`config.mk`:
```
export PLATFORM = sky130hd
export DESIGN_NAME = ghostbus_host
export DESIGN_NICKNAME = d
export VERILOG_FILES = /design/src/rtl/ghostbus_host.sv
export SDC_FILE = /design/constraint.sdc
export NUM_CORES = 1
export LEC_CHECK = 0
export ABC_AREA = 1
export CAP_MARGIN = 25
export CORE_ASPECT_RATIO = 1.4
export CORE_MARGIN = 8
export CORE_UTILIZATION = 38
export DETAILED_ROUTE_END_ITERATION = 8
export PLACE_DENSITY = 0.82
export SETUP_SLACK_MARGIN = 0.3
export SLEW_MARGIN = 20
export SYNTH_ARGS = -nofsm -noshare
export SYNTH_HDL_FRONTEND = slang
export SYNTH_SLANG_ARGS = --single-unit
```
`constraint.sdc`:
```
create_clock -name gb_clk -period 1.38 [get_ports gb_clk]
set_input_delay 0.276 -clock gb_clk [delete_from_list [all_inputs] [get_ports gb_clk]]
set_output_delay 0.276 -clock gb_clk [all_outputs]
set_load 0.02 [all_outputs]
```
`src/rtl/ghostbus_host.sv`:
```
// ghostbus_host
//
// Bus initiator for a ghostbus-decoded register hierarchy. Takes one command
// at a time from a host-side stream (UART/Ethernet decoder, sequencer) and
// turns it into a single write strobe or read strobe on the ghostbus. Reads
// wait a fixed latency of RD cycles after the strobe, capture gb_rdata and
// return it on the response channel. Writes return a response with zero data.
//
// Handshakes: a transfer happens on a rising gb_clk edge where both valid and
// ready are high. cmd_ready is high only in IDLE and does not depend on
// cmd_valid. rsp_valid is high only in RESP and, once high, stays high with
// rsp_we/rsp_rdata stable until the edge where rsp_ready is also high.
//
// Parameters:
//   AW  ghostbus address width
//   DW  ghostbus data width
//   RD  read latency (cycles from gb_rstb high to gb_rdata valid), 1..255
//
// Ports:
//   gb_clk, gb_rst_n      clock (rising edge), async active-low reset
//   cmd_valid/cmd_ready   command handshake
//   cmd_we, cmd_addr,     command: 1 = write / 0 = read, address, write data
//   cmd_wdata
//   rsp_valid/rsp_ready   response handshake
//   rsp_we, rsp_rdata     response: echoed direction, read data (0 for writes)
//   gb_addr, gb_wdata     bus address / write data, held between transactions
//   gb_wen, gb_rstb       one-cycle write / read strobes
//   gb_rdata              bus read data
//   busy                  high whenever not in IDLE
//   dbg_state             current FSM state encoding
module ghostbus_host #(
    parameter int AW = 24,
    parameter int DW = 32,
    parameter int RD = 8
) (
    input  logic          gb_clk,
    input  logic          gb_rst_n,
    input  logic          cmd_valid,
    output logic          cmd_ready,
    input  logic          cmd_we,
    input  logic [AW-1:0] cmd_addr,
    input  logic [DW-1:0] cmd_wdata,
    output logic          rsp_valid,
    input  logic          rsp_ready,
    output logic          rsp_we,
    output logic [DW-1:0] rsp_rdata,
    output logic [AW-1:0] gb_addr,
    output logic [DW-1:0] gb_wdata,
    output logic          gb_wen,
    output logic          gb_rstb,
    input  logic [DW-1:0] gb_rdata,
    output logic          busy,
    output logic [2:0]    dbg_state
);

    typedef enum logic [2:0] {
        IDLE  = 3'd0,
        WSTB  = 3'd1,
        RSTB  = 3'd2,
        RWAIT = 3'd3,
        RESP  = 3'd4
    } state_t;

    localparam logic [7:0] RD_LOAD = 8'(RD);

    state_t     state;
    state_t     state_nxt;
    logic [7:0] lat_cnt;
    logic       we_q;

    // State register
    always_ff @(posedge gb_clk or negedge gb_rst_n) begin
        if (!gb_rst_n) begin
            state <= IDLE;
        end else begin
            state <= state_nxt;
        end
    end

    // Next state and strobes, all decoded from the registered state so the
    // strobes are exactly one cycle wide and can never overlap.
    always_comb begin
        state_nxt = state;
        cmd_ready = 1'b0;
        gb_wen    = 1'b0;
        gb_rstb   = 1'b0;
        rsp_valid = 1'b0;
        busy      = 1'b1;
        case (state)
            IDLE: begin
                busy = 1'b0;
                // The flop is held in IDLE during reset; gating with the
                // reset input keeps cmd_ready low until release.
                cmd_ready = gb_rst_n;
                if (cmd_valid) begin
                    state_nxt = cmd_we ? WSTB : RSTB;
                end
            end
            WSTB: begin
                gb_wen    = 1'b1;
                state_nxt = RESP;
            end
            RSTB: begin
                gb_rstb   = 1'b1;
                state_nxt = RWAIT;
            end
            RWAIT: begin
                if (lat_cnt <= 8'd1) begin
                    state_nxt = RESP;
                end
            end
            RESP: begin
                rsp_valid = 1'b1;
                if (rsp_ready) begin
                    state_nxt = IDLE;
                end
            end
            default: begin
                state_nxt = IDLE;
            end
        endcase
    end

    // Datapath registers
    always_ff @(posedge gb_clk or negedge gb_rst_n) begin
        if (!gb_rst_n) begin
            gb_addr   <= '0;
            gb_wdata  <= '0;
            rsp_rdata <= '0;
            we_q      <= 1'b0;
            lat_cnt   <= 8'd0;
        end else begin
            case (state)
                IDLE: begin
                    if (cmd_valid) begin
                        gb_addr <= cmd_addr;
                        we_q    <= cmd_we;
                        // Reads leave the last written data on the bus.
                        if (cmd_we) begin
                            gb_wdata <= cmd_wdata;
                        end
                    end
                end
                WSTB: begin
                    rsp_rdata <= '0;
                end
                RSTB: begin
                    lat_cnt <= RD_LOAD;
                end
                RWAIT: begin
                    // Counter is RD in the first RWAIT cycle, so reaching 1
                    // lands the capture edge RD cycles after the strobe cycle.
                    if (lat_cnt <= 8'd1) begin
                        rsp_rdata <= gb_rdata;
                    end else begin
                        lat_cnt <= lat_cnt - 8'd1;
                    end
                end
                default: begin
                end
            endcase
        end
    end

    assign rsp_we    = we_q;
    assign dbg_state = state;

endmodule

```
Yosys cells after proc, flatten, opt, wreduce, memory -nomap -nowiden --
Index checks and enable logic that the tools add are counted.
Cells by class: $lt $le $gt $ge 1, mux-type cells 14, equal/unequal tests 8, reduce and logical (&&, ||, !) cells 8, add/subtract/negate cells 1
Operator list (number):
- $pmux W32 S2 | 1
- $mux W32 | 1
- $pmux W8 S2 | 1
- $pmux W3 S5 | 1
- $mux W3 | 3
- $le A8 B1 Y1 const B | 1
- $mux W8 | 1
- $ne A2 B2 Y1 const B | 4
- $sub A8 B1 Y8 const B | 1
- $eq A3 B2 Y1 const B | 2
- $reduce_and A2 Y1 | 3
- $reduce_and A3 Y1 | 2
- $mux W1 | 5
- $reduce_bool A2 Y1 | 2
- $eq A3 B1 Y1 const B | 1
- $eq A3 B3 Y1 const B | 1
- $logic_not A3 Y1 | 1
- $mux W2 | 1
Storage, ports and cells: logic and storage cells 38, input port bits 93, register bits 100

Logic depth before layout (Yosys ltp) --
Gate-level depths: netlist of the first run.
depth in word-level cells 3, mapped depth 10

Least setup slack after synthesis of the first run --
OpenSTA, ideal clock, no wires.
path kind register -> register, from register state[2] (netlist: dbg_state[2]), to register rsp_rdata[10], setup slack -0.227 ns, stages on the path, launching flop included 8, arrival 1.490 ns, buffers on the path 1, path through dfrtp_1 inv_1 nand2_1 nor2_1 inv_1 buf_2 nand3_2 nand2_1
Between the ends: word-level cells in the longest chain between the ends 3
RTL lines:
- start, declared | RTL line 66 | state_t state;
- start signal, assigned | RTL line 76 | state <= state_nxt;
- $eq A3 B2 Y1 or $eq A3 B1 Y1 (tied branches) | RTL line 133 | case (state)
- $ne A2 B2 Y1 (no source line) or $reduce_bool A2 Y1 (tied branches)
- $reduce_and A2 Y1 (no source line)
- end signal, assigned | RTL line 154 | rsp_rdata <= gb_rdata;
- end, declared | RTL line 46 | output logic [DW-1:0] rsp_rdata,
Parallel ways exist; a longest one is shown, timed or not. A chain may end at the register's enable or synchronous reset.

Worst setup path after layout of the first run --
from register state[2] (netlist: dbg_state[2]), to register rsp_rdata[13]
Same word-level chain as after synthesis.

==> metrics.csv, run 1 <==
stage,metric,value,unit
run_status,run_status,"complete, but fails checks",
run_status,violations,setup timing,
drt,drt-initial-drc-count,180,
critical_path,r2r-start,dbg_state[2]$_DFFE_PN0P_,
clocking,htreeDepth,3,
sta,drv_slew,0,
floorplanning,dieArea,15100,um2
placement,portBuffers,189,
sta,fin_skew,11.7,ps
clocking,clock_path_buffers,2,
final_layout,antennaDiodeCount,0,
clocking,cts_tree,yes,
grt,grt_max_degree,52,
synth,syn_inst,488,
grt,antenna_found_initial,0,
final_layout,fill_cells,767,
final_layout,drive_gt1_share,43.0,%
synth,synth.avg_cell_area,8.85,um2
flow_run,cap_violations,0,
sta,hold_viol_final,0,
final_layout,fin_cells,933,
drt,wl_per_cell,17.7,um
drt,routed-via-count,4611,
synth,synth_area_leader_cell,dfrtp_1,
sta,setup_viol,106,
sta,finalSetupTns,-13140,ps
floorplanning,core,11200,um2
floorplanning,die_w,106,um
clocking,cts_hold_buf,0,
clocking,path_clk_slew,70,ps
critical_path,reg2reg_slack,-190,ps
synth,yosys_warnings,0,
sta,fin_ws,-190,ps
critical_path,worstSetupPathType,reg -> reg,
final_layout,area_growth,87.8,%
synth,synth-seq-cells,100,
power,power.density,2370,nW/um2
power,p_leak,4.15,nW
floorplanning,start_util,38.5,%
critical_path,crit_arrival,1800,ps
critical_path,endpoint_kind,register,
sta,worst_pin_slew,658,ps
clocking,cts_buffers,9,
worst_hold_path,hp-class,in -> async,
critical_path,rr_endpoint,rsp_rdata[13]$_DFFE_PN0P_,
drt,drc_errors,0,
sta,min_period,1570,ps
clocking,cts.sinks,100,
synth,yosysTopAreaCellShare,57.9,%
drt,firstDrtPassIters,4,
floorplanning,ios,190,
critical_path,required,1610,ps
grt,grt_pass1_vias,4667,
grt,grt_pass1_wl,23.4,mm
placement,place_inst,836,
grt,track_usage,19.1,%
critical_path,startpoint,dbg_state[2]$_DFFE_PN0P_,
drt,via_per_inst,4.94,
floorplanning,num_rows,46,
sta,rsz0062_at_grt,true,
drt,drt-total-wl,16.5,mm
sta,fin_crit_sh,114,%
synth,syn-num-nets,583,
placement,place_hpwl,10.4,mm
placement,place.gp.congestion,0.792,
synth,synth_cell_types,25,
critical_path,startpoint_type,register,
sta,fmax,637,MHz
power,finalPower,0.0193,W
clocking,clock_latency,340,ps
power,peakVddDrop,1.31,mV
clocking,cts-root-buf,clkbuf_16,
sta,slew_headroom,56.1,%
synth,synth_area,4320,um2
synth,netlist_top_cells_area,"dfrtp_1 58%, nand2_1 17%, nand3_1 11%",
critical_path,worstSetupEndpoint,rsp_rdata[13]$_DFFE_PN0P_,
grt,grt.overflow.total,0,
critical_path,reg2regPathDepth,8,
final_layout,nNetsFinal,879,
critical_path,critPathMaxFanout,8,
drt,postRouteAntennaNets,0,
floorplanning,die_height,142,um
synth,seq_area_frac_synth,57.9,%
==> worst max-delay path: stages (launching register included) <==
cell and delay (ps):
dfrtp_2 440, inv_2 100, nand2_4 60, buf_6 120
nor2_4 270, nand2_8 130, clkbuf_16 190, nand3_1 90
nand2_1 60
==> metrics by stage <==
step	hold WS, ps	worst slack, ps	area [um2]	utilization [%]
finish	162	-190	8120	72.3
global route	206	-261	8120	72.3
CTS	163	-171	7400	66.0
detailed placement	457	-283	6650	59.3
global placement	453	-261	6650	59.3
floorplan	-19.6	-38.3	4400	-
==> flip-flops by register name (all words and copies together) (netlist names) <==
register / count
lat_cnt: 8
gb_wdata: 32
dbg_state: 3
rsp_rdata: 32
gb_addr: 24
rsp_we: 1
==> placed cells by master (no fill, tap or decap), types with 2 or more instances in the layout <==
cell             instances
a21oi_2                  2
buf_12                   5
buf_16                   2
buf_4                  106
buf_6                  104
clkbuf_16               12
clkdlybuf4s50_1         91
clkinv_4                 2
clkinvlp_4               2
dfrtp_1                 96
dfrtp_2                  4
ha_4                     2
inv_1                   10
inv_2                    6
inv_6                    2
inv_8                    2
nand2_1                147
nand2_2                 31
nand2_4                 18
nand2_8                  2
nand3_1                 84
nand3_2                 23
nand4_1                  2
nor2_1                  10
nor2_2                   3
nor2_4                   5
o21ai_0                  4
o21ai_1                  3
==> routing by layer <==
metal	track usage, %	routed length (um)
met1	20.2	5940
met2	33.9	8810
met5	0	0
met4	7.36	450
met3	6.71	1350
==> Yosys cell counts <==
master    instances
a21oi_1           1
a21oi_2           1
buf_2            13
buf_4             2
buf_6             9
clkbuf_1          4
dfrtp_1         100
ha_1              2
inv_1            14
inv_2             4
inv_4             1
nand2_1         193
nand2_2           4
nand2_4           1
nand3_1          98
nand3_2          10
nand4_1           2
nor2_1           15
nor2_2            1
nor2_4            2
nor3_1            1
o21ai_0           5
o21ai_1           3
o22ai_1           1
xor2_1            1
==> timing repair <==
item	4_1_cts	5_1_grt
cloned	2	4
setup endpoints to repair	197	197
resized for setup	585	92
setup buffers	35	40
pin swaps	4	12
==> cell type report <==
| class | count | area (um2) | share of cell area (%) |
|---|---|---|---|
| Clock inverter | 6 | 55.1 | 0.678 |
| Timing Repair Buffer | 313 | 3130 | 38.6 |
| Multi-Input combinational cell | 341 | 1920 | 23.6 |
| Inverter | 19 | 83.8 | 1.03 |
| Tap cell | 144 | 180 | 2.22 |
| Sequential cell | 100 | 2510 | 30.9 |
| Clock buffer | 10 | 239 | 2.94 |
==> power breakdown <==
| part | switching, W | leakage, nW | internal (W) |
|---|---|---|---|
| Sequential | 0.00111 | 1.29 | 0.00426 |
| Combinational | 0.00569 | 2.72 | 0.00572 |
| Clock | 0.00117 | 0.139 | 0.00131 |
| Total | 0.00798 | 4.15 | 0.0113 |
==> cell families (layout without fill, tap and decap cells) <==
kind of cell               Yosys count  count (layout)  share of synthesized area, %
AOI/OAI and AO/OA                   11              11                          1.39
xor gates and xnor gates             1               1                         0.203
adders and majority gates            2               2                         0.579
buffers and inverters               47             348                          6.26
DFF                                100             100                          57.9
and+or+nand+nor                    327             327                          33.7
==> worst min path at each step <==
stage | slack (ps) | to | startpoint
after floorplan | -20 | dbg_state[0]$_DFFE_PN0P_ | gb_rst_n
after global placement | 450 | gb_wdata[22]$_DFFE_PN0P_ | gb_wdata[22]$_DFFE_PN0P_
after detailed placement | 460 | gb_addr[7]$_DFFE_PN0P_ | gb_addr[7]$_DFFE_PN0P_
after CTS | 160 | gb_wdata[9]$_DFFE_PN0P_ | gb_rst_n
after global routing | 210 | gb_wdata[13]$_DFFE_PN0P_ | gb_rst_n
final | 160 | gb_wdata[21]$_DFFE_PN0P_ | gb_rst_n
Note: power is estimated with default switching activity, not from simulation.
==> run 2, diff against run 1 <==
--- a/config.mk
+++ b/config.mk
@@ -8,7 +8,6 @@
 export ABC_AREA = 1
 export CAP_MARGIN = 25
 export CORE_ASPECT_RATIO = 1.4
-export CORE_MARGIN = 8
 export CORE_UTILIZATION = 38
 export DETAILED_ROUTE_END_ITERATION = 8
 export PLACE_DENSITY = 0.82
==> run 2 against run 1 <==
Against the previous run: the flow still finishes with violations (setup timing); final area is 9.4% higher; largest power group unchanged; routed wire length is 11% higher; power is 15% higher; critical path type unchanged; core utilization is 8.6 points higher; critical endpoint is now gb_wdata[25]$_DFFE_PN0P_; via count is 7.1% higher; sequential cell count stayed put.
==> metrics.csv, run 2 (same netlist as run 1, synthesis figures left out) <==
stage,metric,value,unit
placement,place.gp.congestion,0.827,
clocking,cts.sinks,100,
final_layout,mostFrequentLayoutCells,"116 x buf_6, 111 x nand2_1, 96 x dfrtp_1, 91 x clkdlybuf4s50_1, 89 x buf_4",
final_layout,antennaDiodeCount,0,
critical_path,endpoint_kind,register,
grt,grt_pass1_wl,22.7,mm
critical_path,cp_cell_sequence,"nor2_4, nand2_4, buf_6, nor2_4, buf_12, nand2_8, clkbuf_16, nand2_1, nand2_1",
critical_path,cpPeakStageDelay,470,ps
sta,rsz0062_at_grt,true,
run_status,violations,setup timing,
final_layout,area_growth,106,%
power,peakVddDrop,1.35,mV
clocking,path_clk_slew,70,ps
worst_hold_path,hp-class,in -> async,
critical_path,cp_slowest_cell,dfrtp_2,
floorplanning,start_util,39.4,%
critical_path,critPathMaxFanout,6,
sta,hold_viol_final,0,
grt,track_usage,24.8,%
clocking,htreeDepth,3,
sta,fmax,597,MHz
grt,grt.overflow.total,0,
sta,setup_viol,105,
critical_path,startpoint_type,register,
sta,drv_slew,0,
clocking,cts_buffers,9,
clocking,cts-root-buf,clkbuf_16,
sta,min_period,1670,ps
drt,firstDrtPassIters,4,
placement,place_hpwl,8.90,mm
sta,fin_hold_ws,142,ps
power,p_leak,4.39,nW
critical_path,startpoint,dbg_state[2]$_DFFE_PN0P_,
sta,worst_pin_slew,676,ps
critical_path,required,1620,ps
grt,grt_pass1_vias,4657,
power,power.density,2490,nW/um2
drt,via_per_inst,5.23,
final_layout,layout_commonest_cell,buf_6,
drt,postRouteAntennaNets,0,
clocking,cts_hold_buf,0,
critical_path,r2r-start,dbg_state[2]$_DFFE_PN0P_,
flow_run,cap_violations,0,
final_layout,nNetsFinal,893,
final_layout,largestRegisters,"gb_wdata: 32 flops, rsp_rdata: 32 flops, gb_addr: 24 flops",
grt,antenna_found_initial,0,
critical_path,worstSetupPathType,reg -> reg,
sta,finalSetupTns,-23810,ps
drt,drt-initial-drc-count,261,
floorplanning,die_w,92.1,um
sta,fin_crit_sh,121,%
critical_path,reg2reg_slack,-290,ps
run_status,run_status,"complete, but fails checks",
sta,slew_headroom,55.0,%
floorplanning,ios,190,
clocking,cts_tree,yes,
floorplanning,core,11000,um2
floorplanning,dieArea,11800,um2
critical_path,crit_arrival,1910,ps
final_layout,post-route-util,80.9,%
floorplanning,num_rows,45,
floorplanning,die_height,128,um
clocking,clock_latency,350,ps
final_layout,drive_gt1_share,53.3,%
clocking,clock_path_buffers,2,
placement,portBuffers,189,
drt,routed-via-count,4939,
grt,grt_max_degree,54,
final_layout,fin_cells,944,
drt,wl_per_cell,19.5,um
sta,fin_skew,9.39,ps
drt,drt-total-wl,18.4,mm
sta,fin_ws,-294,ps
placement,place_inst,832,
drt,drc_errors,0,
## run 2: changes by cell type in the layout (fill, tap and decap cells not counted), moves of 4 or more
| cell | previous run | this run |
|---|---|---|
| buf_8 | 1 | 9 |
| nand2_1 | 147 | 111 |
| buf_6 | 104 | 116 |
| buf_12 | 5 | 11 |
| nand3_2 | 23 | 57 |
| nand2_2 | 31 | 62 |
| buf_4 | 106 | 89 |
| buf_16 | 2 | 6 |
| nand3_1 | 84 | 49 |
## run 2: layer usage
layer	track usage, %	vias to the layer above	share of wire [%]
li1	-	2185	-
met1	26.4	2439	35
met2	44.9	246	54
met3	7.41	69	6.7
met4	10.9	0	4.6
met5	0	-	0
## run 2: report_power, final
group | internal (W) | total, W | switching, W
sequential | 0.00426 | 0.00547 | 0.00121
clock | 0.00149 | 0.00269 | 0.00120
combinational | 0.00714 | 0.0139 | 0.00676
total | 0.0129 | 0.0221 | 0.00917
## run 2: worst paths after layout
kind | cells past startpoint | endpoint
hold reg to reg | 2 | gb_addr[14]$_DFFE_PN0P_
setup reg to reg | 9 | gb_wdata[25]$_DFFE_PN0P_
hold / removal | 3 | gb_wdata[12]$_DFFE_PN0P_
max in group asynchronous | 3 | lat_cnt[0]$_DFFE_PN0P_
min in group gb_clk | 3 | gb_addr[17]$_DFFE_PN0P_
setup / recovery | 9 | gb_wdata[25]$_DFFE_PN0P_
## run 2: through the flow
step	total power (W)	setup slack [ps]	instance area [um2]
floorplan	0.00951	-38.3	4400
global placement	0.0134	-275	6640
detailed placement	0.0137	-314	6640
CTS	0.0190	-212	7790
global route	0.0230	-393	8880
finish	0.0221	-294	8880
## run 2: what timing repair did
item	4_1_cts	5_1_grt
setup endpoints to repair	197	197
buffers inserted	41	44
gates resized for setup	632	176
pin swaps	20	68
gates cloned	6	5
## run 2: layout make-up
class,instances,area (um2)
clock buffer,10,239
clock inverter,6,81.3
fill,562,2100
inverter,19,97.6
multi-input combinational,341,2250
sequential,100,2510
tap,141,176
timing repair buffer,327,3530
## run 2: worst max-delay path: cells and delay by family (launching register included)
kind / cells / cell delay, ps
buf+inv: 3 / 450
flops: 1 / 470
simple gates: 6 / 630
==> run 3, diff against run 2 <==
--- a/config.mk
+++ b/config.mk
@@ -10,6 +10,7 @@
 export CORE_ASPECT_RATIO = 1.4
 export CORE_UTILIZATION = 38
 export DETAILED_ROUTE_END_ITERATION = 8
+export GPL_ROUTABILITY_DRIVEN = 0
 export PLACE_DENSITY = 0.82
 export SETUP_SLACK_MARGIN = 0.3
 export SLEW_MARGIN = 20
==> results of run 3 <==
The final DEF is identical to that of run 2; final timing and power are the same.
==> RTL edit 1 (flow settings as in run 3) <==
Register the output `dbg_state` once more, with the module's reset; this adds one clock of latency there. The other outputs are not delayed to match.
--- a/src/rtl/ghostbus_host.sv
+++ b/src/rtl/ghostbus_host.sv
@@ -163,7 +163,13 @@
     end
 
     assign rsp_we    = we_q;
-    assign dbg_state = state;
+    always_ff @(posedge gb_clk or negedge gb_rst_n) begin
+        if (!gb_rst_n) begin
+            dbg_state <= '0;
+        end else begin
+            dbg_state <= state;
+        end
+    end
 
 endmodule
 
Function: changed (a bounded check fails within 4 cycles, from zero or initial values and one cycle with gb_rst_n low).
==> RTL edit 1 against run 3 <==
  * The flow still finishes with violations (setup timing)
  * Count of clock-buffer cells in the layout unchanged
  * Non-clock buffer count down 30
  * Sequential cell count is 3 higher
  * Wire length fell by 17%
  * Area after synthesis increased by 2.9%
  * Via count shrank 4.2%
  * Combinational power decreased by 15%
  * Critical path depth decreased by 1
  * Total power fell by 11%
  * Clock skew grew 5.5 ps
  * Clock power down 14%
  * Cell area fell by 8.8%
  * Setup slack gained 150 ps
  * Critical endpoint is now gb_wdata[16]
  * Largest cell class unchanged
==> RTL edit 1: results (changes against run 3) <==
[layout]
nNetsFinal = 873  ; -2.2%
nFillCells = 748  ; +33%
drive_gt1_share_pct = 39.4  ; -14 points

[timing]
setup_viol = 104  ; -0.95%
worst_pin_slew_ps = 657  ; -18.8 ps
skew_ps = 14.9  ; +5.46 ps
worst_slack_ps = -146  ; +148 ps
tns_ps = -9310  ; +14500 ps

[routing]
avgViaCountPerCell = 5.11  ; -2.3%
routed-via-count = 4731  ; -4.2%
drt-total-wl_mm = 15.3  ; -17%
drt_first_pass_iters = 5  ; +1
drt-initial-drc-count = 233  ; -11%

[placement]
dp_slack_ps = -267  ; +47.2 ps
dpl.cell_count = 836  ; +0.48%

[setup_path]
crit_arrival_ps = 1810  ; -100 ps
cpPeakStageDelay_ps = 420  ; -50 ps
critical_path.max_fanout = 7  ; +1
crit_slowest_cell = dfrtp_1

[yosys]
ys_top_cells_by_area = dfrtp_1, nand2_1, nand3_1, buf_6, nand3_2
syn_area_per_cell_um2 = 9.00  ; +1.6%
seq_area_frac_synth_pct = 58.0  ; +0.059 points
ys_types = 26  ; +4.0%
synth_nets = 589  ; +1.0%

[status]
failed_checks = setup timing
outcome = finished, violations left

[grt]
grt_first_pass_wirelength_mm = 21.8  ; -4.0%
grt_usage_pct = 23.2  ; -1.6 points

[pwr]
ir_drop_mv = 1.18  ; -13%
p_leak_nw = 4.16  ; -5.2%

## RTL edit 1: report_power, final
group | internal [W] | switching (W) | total (W)
clock | 0.00122 | 0.00110 | 0.00232
combinational | 0.00591 | 0.00587 | 0.0118
sequential | 0.00442 | 0.00111 | 0.00553
total | 0.0115 | 0.00808 | 0.0196
## RTL edit 1: cells by family after synthesis
group | synth area share, %
and+or+nand+nor | 33.7
DFF | 58.0
buffers and inverters | 6.36
AOI/OAI and AO/OA | 1.24
adders and majority gates | 0.563
xor gates and xnor gates | 0.197
## RTL edit 1: worst max-delay path, delay by kind of cell (launching register included)
kind                   cells  cell delay, ps
and+or+nand+nor            5             560
buffers and inverters      3             490
DFF                        1             420
## RTL edit 1: per-layer routing
layer | vias up | global-route usage (%) | wire [um]
met5 | - | 0 | 0
met3 | 50 | 3.32 | 799
li1 | 2167 | - | -
met4 | 0 | 13.4 | 672
met1 | 2289 | 25.2 | 5590
met2 | 225 | 42.9 | 8280
## RTL edit 1: path summary, 6_finish.rpt
kind | cells after the start | slack (ps) | to | start
max in group asynchronous | 3 | 560 | rsp_rdata[5] | gb_rst_n
hold / removal | 2 | 80 | rsp_rdata[14] | gb_rst_n
setup / recovery | 8 | -150 | gb_wdata[16] | state[2]
min in group gb_clk | 0 | 470 | dbg_state[2] | state[2]
hold reg to reg | 0 | 470 | dbg_state[2] | state[2]
setup reg to reg | 8 | -150 | gb_wdata[16] | state[2]
## RTL edit 1: metrics by stage
| step | instance area, um^2 | hold slack (ps) |
|---|---|---|
| 4_1_cts | 7460 | 113 |
| 3_3_place_gp | 6830 | 441 |
| 6_report | 8100 | 76.7 |
| 2_1_floorplan | 4620 | -19.6 |
| 3_5_place_dp | 6830 | 456 |
| 5_1_grt | 8100 | 141 |
## RTL edit 1: what timing repair did
action,CTS,global route
buffers inserted,25,40
gates cloned,1,9
resized for setup,566,65
endpoints found under the setup margin,197,197
pin swaps,4,16
## RTL edit 1: final cells by class
class / count / area share [%]
inverters: 21 / 1.16
flip-flops and latches: 103 / 31.9
multi-input cells: 346 / 23.6
well taps: 144 / 2.23
repair buffers: 297 / 37.9
clock buffers: 10 / 2.83
clock inverters: 5 / 0.433
==> RTL edit 2 (flow settings as in run 3) <==
Without the edit above. Change the parameter `AW` from 24 to 36.
--- a/src/rtl/ghostbus_host.sv
+++ b/src/rtl/ghostbus_host.sv
@@ -29,7 +29,7 @@
 //   busy                  high whenever not in IDLE
 //   dbg_state             current FSM state encoding
 module ghostbus_host #(
-    parameter int AW = 24,
+    parameter int AW = 36,
     parameter int DW = 32,
     parameter int RD = 8
 ) (
Interface: changed (resized cmd_addr and gb_addr); port bits go from 190 to 214. No check against the original RTL was run, so the function may have changed too.
==> RTL edit 2 against run 3 <==
  * Core utilization grew 0.84 points
  * Sequential cell count grew 12
  * Cell area grew 13%
  * Area after synthesis grew 10%
  * Synthesized cell count grew 12%
  * Wire length grew 18%
  * The flow still finishes with violations (setup timing)
  * Sequential share of layout area shrank 0.19 points
  * Total power grew 14%
  * Final cell count grew 9.6%
  * Highest routed layer unchanged
  * Setup slack gained 18 ps
==> RTL edit 2: results (changes against run 3) <==
[grt]
grt_max_degree = 107  ; +98%
grt_use_met2_pct = 54.7  ; +9.7 points
grt_usage_pct = 29.0  ; +4.2 points
met3_usage_pct = 7.03  ; -0.38 points
grt_first_pass_wirelength_mm = 28.2  ; +24%
grt_util_met1_pct = 29.4  ; +3.0 points

[yosys]
synth_nets = 652  ; +12%
seq_area_frac_synth_pct = 59.0  ; +1.0 points
ys_top_cells_by_area = dfrtp_1, nand2_1, nand3_1, o21ai_0, buf_2
synth_mux_area_share_pct = 0  ; unchanged
syn_area_per_cell_um2 = 8.72  ; -1.5%
synth_compound_area_share_pct = 4.97  ; +3.6 points
synthTopCellsByCount = nand2_1, dfrtp_1, nand3_1, o21ai_0
synthAdderAreaFrac_pct = 0.526  ; -0.053 points
ys_types = 23  ; -8.0%
synth_xor_area_share_pct = 0.184  ; -0.018 points

[placement]
placed_cell_area_um2 = 7280  ; +9.6%
place.detailed.hpwl_mm = 10.4  ; +17%
dpl.cell_count = 904  ; +8.7%
port_buffers = 213  ; +13%
dp_slack_ps = -373  ; -59.1 ps

[timing]
relSlewSlack_pct = 41.6  ; -13 points
skew_ps = 7.18  ; -2.21 ps
hold_ws_ps = 49.7  ; -92.4 ps
setup_viol = 118  ; +12%
worst_slack_ps = -276  ; +18.1 ps
tns_ps = -22690  ; +1120 ps

[routing]
drt-total-wl_mm = 21.7  ; +18%
drt_first_pass_iters = 4  ; unchanged
drt-met1-wl_mm = 7.02  ; +9.9%
routed-via-count = 5568  ; +13%
drt-initial-drc-count = 220  ; -16%
wl_met3_mm = 1.60  ; +30%
wl_met2_mm = 12.1  ; +21%

[setup_path]
critical_path.max_fanout = 5  ; -1
cpPeakStageDelay_ps = 440  ; -30 ps
reg2reg_to = gb_wdata[22]
crit_arrival_ps = 1950  ; +40 ps
crit_family = buffers and inverters
r2r_setup_slack_ps = -280  ; +20 ps

[layout]
stdcell_count = 1035  ; +9.6%
nNetsFinal = 987  ; +11%
drive_gt1_share_pct = 51.6  ; -1.7 points
reg_top3 = gb_addr x36, gb_wdata x32, rsp_rdata x32
fin_util_pct = 81.7  ; +0.84 points
nFillCells = 652  ; +16%

[pwr]
p_clk_w = 0.00261  ; -3%
p_int_w = 0.0145  ; +12%
ir_drop_mv = 1.34  ; -0.23%
p_leak_nw = 4.88  ; +11%
sw_frac_of_total_pct = 42.3  ; +0.78 points
pg_comb_w = 0.0164  ; +18%

[status]
outcome = finished, violations left
failed_checks = setup timing

[RTL edit 2: changes by cell type after synthesis, sizes merged]
cell / delta
clkbuf: +7
dfrtp: +12
inv: +1
nand2: -1
nand3: +2
o21ai: +36
[RTL edit 2: cell type report]
class	instances	area share, %
clock buffer	10	2.39
clock inverter	6	0.487
inverter	20	0.875
multi-input combinational	385	26.7
sequential	112	28.0
tap	150	1.87
timing repair buffer	352	39.6
[RTL edit 2: worst max path at each step]
stage	to	slack (ps)	startpoint
floorplan	rsp_rdata[10]	-20	lat_cnt[0]
global placement	rsp_valid	-280	dbg_state[0]
detailed placement	gb_wdata[12]	-370	dbg_state[0]
CTS	gb_wdata[25]	-230	dbg_state[0]
global route	gb_wdata[22]	-320	dbg_state[2]
finish	gb_wdata[22]	-280	dbg_state[2]
[RTL edit 2: repair_timing]
action	4_1_cts	5_1_grt
endpoints found under the hold margin	6	0
gates resized for setup	766	142
endpoints found under the setup margin	221	221
pin swaps	32	30
setup buffers	62	31
hold buffers	1	0
gates cloned	14	7
